**config.mk**
```make
export PLATFORM = sky130hd
export DESIGN_NAME = sram_port_arbiter
export DESIGN_NICKNAME = d
export VERILOG_FILES = /design/src/rtl/sram_arb_pkg.sv /design/src/rtl/arb_starve_cnt.sv /design/src/rtl/sram_port_arbiter.sv
export SDC_FILE = /design/constraint.sdc
export NUM_CORES = 1
export LEC_CHECK = 0
export BUFFER_PORTS_ARGS = -buffer_cell sky130_fd_sc_hd__buf_2
export CAP_MARGIN = 15
export CORE_AREA = 2 2 96 98
export CTS_BUF_LIST = sky130_fd_sc_hd__clkbuf_8
export CTS_CLUSTER_SIZE = 16
export DETAILED_ROUTE_END_ITERATION = 6
export DIE_AREA = 0 0 98 100
export PLACE_DENSITY = 0.58
export SKIP_LAST_GASP = 1
export SLEW_MARGIN = 15
export SYNTH_ARGS = -nofsm -noshare
export SYNTH_HDL_FRONTEND = slang
export SYNTH_SLANG_ARGS = --single-unit
export TNS_END_PERCENT = 1
```
**constraint.sdc**
```tcl
create_clock -name clk -period 3.9 [get_ports clk]
set_input_delay 0.78 -clock clk [delete_from_list [all_inputs] [get_ports clk]]
set_output_delay 0.78 -clock clk [all_outputs]
set_load 0.05 [all_outputs]
```
**src/rtl/sram_arb_pkg.sv**
```systemverilog
// -----------------------------------------------------------------------------
// sram_arb_pkg
// Shared constants, types and helpers for the SRAM port arbiter.
//   ARB_ADDR_W / ARB_DATA_W  default word-address and data widths
//   ARB_STARVE_MAX           default starvation limit for the fetch port
//   ARB_CNT_W                width of the starvation counter (limit <= 15)
//   arb_src_e                which requester owns the SRAM this cycle
//   lane_bweb()              one byte enable -> eight active-low bit enables
// -----------------------------------------------------------------------------
package sram_arb_pkg;

  localparam int ARB_ADDR_W     = 14;
  localparam int ARB_DATA_W     = 32;
  localparam int ARB_STARVE_MAX = 4;
  localparam int ARB_CNT_W      = 4;

  typedef enum logic [1:0] {
    SRC_NONE = 2'd0,
    SRC_I    = 2'd1,
    SRC_D    = 2'd2
  } arb_src_e;

  // The macro writes a bit when its BWEB bit is low, so an enabled byte
  // lane maps to eight zeros.
  function automatic logic [7:0] lane_bweb(input logic be);
    return {8{~be}};
  endfunction

endpackage

```
**src/rtl/arb_starve_cnt.sv**
```systemverilog
// -----------------------------------------------------------------------------
// arb_starve_cnt
// Counts consecutive cycles in which the fetch port asks but is refused.
// Once the count reaches STARVE_MAX, force_i tells the arbiter to let the
// fetch port win the next conflict.
// Ports:
//   clk, rst  clock and asynchronous active-high reset
//   i_req     fetch request
//   i_gnt     fetch grant issued this cycle
//   force_i   fetch port must win if it is requesting
// -----------------------------------------------------------------------------
module arb_starve_cnt
  import sram_arb_pkg::*;
#(
  parameter int STARVE_MAX = ARB_STARVE_MAX
) (
  input  logic clk,
  input  logic rst,
  input  logic i_req,
  input  logic i_gnt,
  output logic force_i
);

  localparam logic [ARB_CNT_W-1:0] MAX_C = ARB_CNT_W'(STARVE_MAX);

  logic [ARB_CNT_W-1:0] starve_cnt;

  // Any cycle where fetch is idle or served restarts the count; otherwise
  // count up and stick at the limit.
  always_ff @(posedge clk or posedge rst) begin
    if (rst) begin
      starve_cnt <= '0;
    end else if (!i_req || i_gnt) begin
      starve_cnt <= '0;
    end else if (starve_cnt != MAX_C) begin
      starve_cnt <= starve_cnt + 1'b1;
    end
  end

  assign force_i = (starve_cnt == MAX_C);

endmodule

```
**src/rtl/sram_port_arbiter.sv**
```systemverilog
// -----------------------------------------------------------------------------
// sram_port_arbiter
// Shares one single-port SRAM macro between the instruction-fetch port (I)
// and the load/store port (D). D has priority; a starvation guard lets I
// win one conflict after STARVE_MAX consecutive refusals. Reads return one
// cycle after the grant, tagged to the port that issued them.
//
// Optional feature (macro ARB_PERF_EN): 64-bit grant/conflict counters with
// a synchronous clear, exported as perf_cnt = {conflicts, d_grants, i_grants}.
//
// Ports:
//   clk, rst                    clock, asynchronous active-high reset
//   i_req/i_addr                fetch request and word address
//   i_gnt/i_rvalid/i_rdata      fetch grant, read-data valid, read data
//   d_req/d_we/d_addr/d_wdata   data request, byte write enables, address, data
//   d_gnt/d_rvalid/d_rdata      data grant, load-data valid, load data
//   sram_ceb/web/bweb/a/d       SRAM macro controls (active-low enables)
//   sram_q                      SRAM read data, valid the cycle after access
//   perf_clr, perf_cnt          performance counters (ARB_PERF_EN only)
// -----------------------------------------------------------------------------
module sram_port_arbiter
  import sram_arb_pkg::*;
#(
  parameter int ADDR_W     = ARB_ADDR_W,
  parameter int DATA_W     = ARB_DATA_W,
  parameter int STARVE_MAX = ARB_STARVE_MAX
) (
  input  logic                clk,
  input  logic                rst,
  input  logic                i_req,
  input  logic [ADDR_W-1:0]   i_addr,
  output logic                i_gnt,
  output logic                i_rvalid,
  output logic [DATA_W-1:0]   i_rdata,
  input  logic                d_req,
  input  logic [DATA_W/8-1:0] d_we,
  input  logic [ADDR_W-1:0]   d_addr,
  input  logic [DATA_W-1:0]   d_wdata,
  output logic                d_gnt,
  output logic                d_rvalid,
  output logic [DATA_W-1:0]   d_rdata,
  output logic                sram_ceb,
  output logic                sram_web,
  output logic [DATA_W-1:0]   sram_bweb,
  output logic [ADDR_W-1:0]   sram_a,
  output logic [DATA_W-1:0]   sram_d,
  input  logic [DATA_W-1:0]   sram_q
`ifdef ARB_PERF_EN
  ,
  input  logic                perf_clr,
  output logic [191:0]        perf_cnt
`endif
);

  localparam int NBYTES = DATA_W / 8;

  arb_src_e            src;
  logic                force_i;
  logic                d_is_write;
  logic [DATA_W-1:0]   bweb_wr;
  logic                resp_i;
  logic                resp_d;

  assign d_is_write = |d_we;

  arb_starve_cnt #(
    .STARVE_MAX (STARVE_MAX)
  ) u_starve (
    .clk     (clk),
    .rst     (rst),
    .i_req   (i_req),
    .i_gnt   (i_gnt),
    .force_i (force_i)
  );

  // Grants are suppressed while reset is held so the macro is never touched
  // during reset, even if requesters keep their lines up.
  always_comb begin
    src = SRC_NONE;
    if (!rst) begin
      if (d_req && !(i_req && force_i)) begin
        src = SRC_D;
      end else if (i_req) begin
        src = SRC_I;
      end
    end
  end

  assign i_gnt = (src == SRC_I);
  assign d_gnt = (src == SRC_D);

  genvar gi;
  generate
    for (gi = 0; gi < NBYTES; gi++) begin : g_bweb
      assign bweb_wr[gi*8 +: 8] = lane_bweb(d_we[gi]);
    end
  endgenerate

  // Address and write data are forced to zero when idle so the macro pins
  // do not toggle with unrelated requester traffic.
  always_comb begin
    sram_ceb  = 1'b1;
    sram_web  = 1'b1;
    sram_bweb = '1;
    sram_a    = '0;
    sram_d    = '0;
    case (src)
      SRC_I: begin
        sram_ceb = 1'b0;
        sram_a   = i_addr;
      end
      SRC_D: begin
        sram_ceb = 1'b0;
        sram_a   = d_addr;
        if (d_is_write) begin
          sram_web  = 1'b0;
          sram_bweb = bweb_wr;
          sram_d    = d_wdata;
        end
      end
      default: begin
      end
    endcase
  end

  // Response tag: at most one grant per cycle, so at most one of these is
  // set; an asynchronous reset discards any read still in flight.
  always_ff @(posedge clk or posedge rst) begin
    if (rst) begin
      resp_i <= 1'b0;
      resp_d <= 1'b0;
    end else begin
      resp_i <= i_gnt;
      resp_d <= d_gnt & ~d_is_write;
    end
  end

  assign i_rvalid = resp_i;
  assign d_rvalid = resp_d;
  assign i_rdata  = resp_i ? sram_q : '0;
  assign d_rdata  = resp_d ? sram_q : '0;

`ifdef ARB_PERF_EN
  logic [63:0] perf_i_grants;
  logic [63:0] perf_d_grants;
  logic [63:0] perf_conflicts;

  always_ff @(posedge clk or posedge rst) begin
    if (rst) begin
      perf_i_grants  <= '0;
      perf_d_grants  <= '0;
      perf_conflicts <= '0;
    end else if (perf_clr) begin
      perf_i_grants  <= '0;
      perf_d_grants  <= '0;
      perf_conflicts <= '0;
    end else begin
      if (i_gnt) perf_i_grants <= perf_i_grants + 64'd1;
      if (d_gnt) perf_d_grants <= perf_d_grants + 64'd1;
      if (i_req && d_req) perf_conflicts <= perf_conflicts + 64'd1;
    end
  end

  assign perf_cnt = {perf_conflicts, perf_d_grants, perf_i_grants};
`endif

endmodule

```
==> metrics.csv, run 1 <==
metric,value,unit
ant_nets,0,
clock_latency,0.22,ns
stdcell_area,0.002669,mm²
first_global_vias,1909,
synthCells,211,
vias_per_cell,4.098,
maxSlewHeadroom,50.84,%
min_path_type,primary input to async pin,
synth_top_area_cell,and2_1,
finalClockSkew,0.0004557,ns
synth_area,0.001534,mm²
synthTopCellsByArea,"and2_1, and2_4, buf_4",
p_seq_share,14.4,%
avgSynthCellArea,7.270,µm²
wire_per_inst,12.08,µm
postPlaceCellArea,0.002628,mm²
drtPass1Iterations,4,
grt_overflow,0,
clockBufferDepth,2,
clk_pin_slew,0.04,ns
grt.total_usage,11.50,%
h-tree-depth,1,
final-hold-violation-count,0,
synth.top_cell.area_share,29.77,%
drcViolationCount,0,
core,0.008890,mm²
cp.arrival,2.56,ns
io_pins,248,
die_height,100,µm
powerDensity,192.1,mW/mm²
rsz0062_at_grt,false,
die_area,0.009800,mm²
postCtsSetupBuffers,0,
area_delta_synth_final,73.98,%
dp_cells,527,
hold_buffers,0,
start_kind,register,
vias,2172,
synth.distinct_cells,25,
p_int,236.0,µW
finalCritPeriodShare,85.67,%
drt_iter0_drc,19,
finish.utilization,30.02,%
timing.final.crit_period,3.341,ns
num_rows,35,
layout.nets,525,
ctsResizeCount,0,
drive_above_1_share,66.35,%
hpwl,5.651,mm
die_w,98,µm
crit_required,3.12,ns
swShare,53.97,%
clock_sinks,6,
wl,6.403,mm
cap_violations,0,
grt_pass1_wl,9.363,mm
ir_drop,0.1066,mV
root_buffer,clkbuf_8,
status,finished clean,
ys_ff_latch,6,
gp_congestion,0.7982,
worst_slew_pin_slew,0.7375,ns
cts_buffers,3,
syn_nets,315,
synth_warnings,0,
crit_fanout,33,
antenna_cells,0,
portBuffers,247,
switchingPower,276.7,µW
path_class,register to output pin,
fin_cells,530,
fin_setup_tns,0,ns
cts_tree,done,
max_freq,299.3,MHz
p_leak,0.001677,µW
antenna_found_initial,0,
grt_max_degree,34,
initial_core_util,17.26,%
seq_area_frac_synth,9.788,%
power_frac_comb,67.1,%
maxSlewViolCount,0,
clockPowerShare,18.5,%
endpoint_kind,output pin,
setup_viol,0,
cell type report:
class	count	area (µm²)
tap	111	138.9
sequential	6	150.1
multi-input combinational	155	1065
fill	971	6221
clock buffer	3	41.29
timing repair buffer	249	1251
inverter	6	22.52
through the flow:
stage / power (µW) / setup WS [ns] / hold slack, ns
after global placement: 416.2 / 0.7067 / 0.5911
after detailed placement: 420.1 / 0.6321 / 0.6025
final: 512.7 / 0.5588 / 0.5295
after floorplan: 331.4 / 0.08372 / 0.5496
after CTS: 516.5 / 0.5392 / 0.5380
after global routing: 539.0 / 0.3149 / 0.5579
cell usage in the layout, fill, tap and decap left out:
master,instances
nand3b_1,5
a211oi_1,2
and2_1,73
nand2b_1,1
a22oi_1,14
and3b_1,1
nand2_1,4
o41a_1,1
nor2_1,15
mux2i_1,3
nor4_1,1
ha_1,4
dfrtp_1,6
or3b_2,1
or4b_1,1
nand3_1,1
buf_4,2
a2111oi_0,1
o211ai_1,2
inv_1,6
buf_2,247
and2_4,25
clkbuf_8,3
cell families after synthesis:
group	synth area share, %
simple gates	54.08
buf+inv	20.80
compound gates	10.11
flops	9.788
fa+ha+maj	3.263
mux	1.958
routing by layer:
layer,GRT usage (%),vias to the layer above,wire (µm)
met4,1.923,0,32
met2,21.50,151,3264
li1,-,1062,-
met5,0,-,0
met3,1.602,4,607
met1,14.23,955,2498
power by group through the flow:
stage                     combinational, µW  clock [µW]  sequential (µW)
after global placement                  342           0             73.9
after floorplan                         259           0             72.3
after detailed placement                346           0             74.3
final                                   344        95.0             73.8
after CTS                               346        96.4             73.7
after global routing                    364        99.7             75.4
synthesized netlist by cell type:
cell	count
and2_1	73
buf_4	28
and2_4	25
nor2_1	15
a22oi_1	14
clkbuf_1	9
dfrtp_1	6
inv_1	6
nand3b_1	5
ha_1	4
nand2_1	4
buf_2	3
buf_6	3
mux2i_1	3
a211oi_1	2
o211ai_1	2
a2111oi_0	1
and3b_1	1
buf_1	1
nand2b_1	1
nand3_1	1
nor4_1	1
o41a_1	1
or3b_2	1
or4b_1	1
registers in the layout (all words and copies together) (netlist names):
| signal | cells |
|---|---|
| d_rvalid | 1 |
| i_rvalid | 1 |
| u_starve.starve_cnt | 4 |
path summary, 6_finish.rpt:
path	from	endpoint	slack, ns	cells past startpoint
hold reg to reg	u_starve.starve_cnt[0]$_DFFE_PP0P_	u_starve.starve_cnt[0]$_DFFE_PP0P_	0.62	2
min in group clk	u_starve.starve_cnt[0]$_DFFE_PP0P_	u_starve.starve_cnt[0]$_DFFE_PP0P_	0.62	2
setup / recovery	u_starve.starve_cnt[0]$_DFFE_PP0P_	sram_d[25]	0.56	9
max in group asynchronous	rst	u_starve.starve_cnt[0]$_DFFE_PP0P_	3.14	2
setup reg to reg	u_starve.starve_cnt[0]$_DFFE_PP0P_	u_starve.starve_cnt[3]$_DFFE_PP0P_	1.70	7
hold / removal	rst	i_rvalid$_DFF_PP0_	0.53	2
worst max-delay path, stage by stage, from the launching register on:
cell	delay (ns)
dfrtp_1	0.39
inv_1	0.07
ha_1	0.24
and3b_1	0.25
a211oi_1	0.26
ha_1	0.23
o41a_1	0.15
buf_4	0.29
and2_4	0.20
buf_2	0.25
(Power assumes the default switching activity.)
==> run 2, diff against run 1 <==
==> constraint.sdc (replaced) <==
create_clock -name clk -period 3.9 [get_ports clk]
set_input_delay 0.78 -clock clk [delete_from_list [all_inputs] [get_ports clk]]
set_output_delay 0.78 -clock clk [all_outputs]
set_load 0.1 [all_outputs]
==> metrics.csv, run 2 (synthesis results as in run 1) <==
metric,value,unit
status,finished clean,
finalCritPeriodShare,92.97,%
swShare,62.07,%
drive_above_1_share,71.05,%
finalClockSkew,0.0003949,ns
die_w,98,µm
hpwl,5.917,mm
core,0.008890,mm²
powerDensity,232.3,mW/mm²
power_frac_comb,78.0,%
place_ws,0.3813,ns
fin_cells,529,
endpoint_kind,output pin,
ant_nets,0,
grt_pass1_wl,9.404,mm
dp_cells,526,
cap_violations,0,
initial_core_util,17.26,%
final-hold-violation-count,0,
die_height,100,µm
max_freq,275.8,MHz
drt_iter0_drc,22,
clk_pin_slew,0.03,ns
antenna_cells,0,
cp.arrival,2.85,ns
layout.nets,524,
p_seq_share,9.9,%
worst_slew_pin_slew,0.7433,ns
h-tree-depth,1,
clock_sinks,6,
whs,0.5191,ns
vias_per_cell,4.115,
vias,2177,
clock_latency,0.22,ns
io_pins,248,
antenna_found_initial,0,
slowest_stage,a211oi_1,
clockPowerShare,12.1,%
drtPass1Iterations,4,
start_kind,register,
largest_reg_flops,4,
cp_cell_sequence,"inv_1, ha_1, and3b_1, a211oi_1, ha_4, o41a_1, buf_4, and2_1, buf_12",
die_area,0.009800,mm²
portBuffers,247,
largest-register,u_starve.starve_cnt,
final_common_cell,buf_2,
crit_fanout,33,
grt_overflow,0,
p_int,282.6,µW
p_leak,0.001770,µW
min_path_type,primary input to async pin,
grt.total_usage,11.74,%
ir_drop,0.1169,mV
maxSlewViolCount,0,
path_class,register to output pin,
setup_viol,0,
drcViolationCount,0,
wire_per_inst,12.43,µm
cts_tree,done,
root_buffer,clkbuf_8,
finalWorstSetupSlack,0.2742,ns
clockBufferDepth,2,
r2r_slack,1.89,ns
switchingPower,462.4,µW
final_cell_mix,"buf_2, and2_1, buf_12",
gp_congestion,0.7837,
timing.final.crit_period,3.626,ns
grt_max_degree,34,
num_rows,35,
first_global_vias,1897,
area_delta_synth_final,109.1,%
crit_path_max_incr_delay,0.42,ns
maxSlewHeadroom,50.45,%
wl,6.575,mm
cts_buffers,3,
crit_required,3.12,ns
rsz0062_at_grt,false,
hold_buffers,0,
-- run 2: area by class of cell --
| class | instances | area [µm²] |
|---|---|---|
| Clock buffer | 3 | 41.29 |
| Fill cell | 906 | 5683 |
| Inverter | 6 | 22.52 |
| Multi-Input combinational cell | 155 | 1130 |
| Sequential cell | 6 | 150.1 |
| Tap cell | 111 | 138.9 |
| Timing Repair Buffer | 248 | 1724 |
-- run 2: timing repair --
item | in CTS | in global routing
resized for setup | 0 | 1
hold endpoints to repair | 0 | 0
setup buffers | 0 | 0
setup endpoints to repair | 0 | 33
-- run 2: final timing paths --
kind                                               startpoint                                  to  depth (start not counted)
min in group clk           u_starve.starve_cnt[3]$_DFFE_PP0P_  u_starve.starve_cnt[3]$_DFFE_PP0P_                          2
max reg2reg                u_starve.starve_cnt[0]$_DFFE_PP0P_  u_starve.starve_cnt[3]$_DFFE_PP0P_                          7
min                                                       rst  u_starve.starve_cnt[1]$_DFFE_PP0P_                          2
max                        u_starve.starve_cnt[0]$_DFFE_PP0P_                          sram_d[29]                          9
max in group asynchronous                                 rst                  d_rvalid$_DFF_PP0_                          2
min reg2reg                u_starve.starve_cnt[3]$_DFFE_PP0P_  u_starve.starve_cnt[3]$_DFFE_PP0P_                          2
-- run 2: per-layer routing --
metal | up-vias | GRT usage, % | routed length, µm
li1 | 1060 | - | -
met1 | 948 | 13.07 | 2289
met2 | 161 | 22.97 | 3523
met3 | 8 | 2.298 | 666
met4 | 0 | 2.564 | 96
met5 | - | 0 | 0
-- run 2: critical path: cells and delay by family, from the launching register on --
| family | cells | cell delay (ns) |
|---|---|---|
| AO/OA/AOI/OAI | 2 | 0.61 |
| buffers and inverters | 3 | 0.54 |
| AND/OR/NAND/NOR | 2 | 0.47 |
| flip-flops | 1 | 0.41 |
| adder cells (fa/ha/maj) | 2 | 0.58 |
-- run 2: power groups by stage --
| stage | combinational (µW) | clock [µW] | sequential, µW |
|---|---|---|---|
| 2_1_floorplan | 441 | 0 | 74.2 |
| 3_3_place_gp | 578 | 0 | 73.8 |
| 3_5_place_dp | 581 | 0 | 74.6 |
| 4_1_cts | 582 | 94.1 | 73.8 |
| 5_1_grt | 602 | 98.4 | 75.1 |
| 6_report | 581 | 90.1 | 73.7 |
-- run 2: through the flow --
stage          power (µW)  setup TNS (ns)  area (µm²)  util, %
4_1_cts             750.0               0        3197    35.96
5_1_grt             775.8               0        3207    36.07
2_1_floorplan       515.4          -4.536        1589        -
3_3_place_gp        652.0               0        3156    35.50
6_report            745.0               0        3207    36.07
3_5_place_dp        656.1               0        3156    35.50
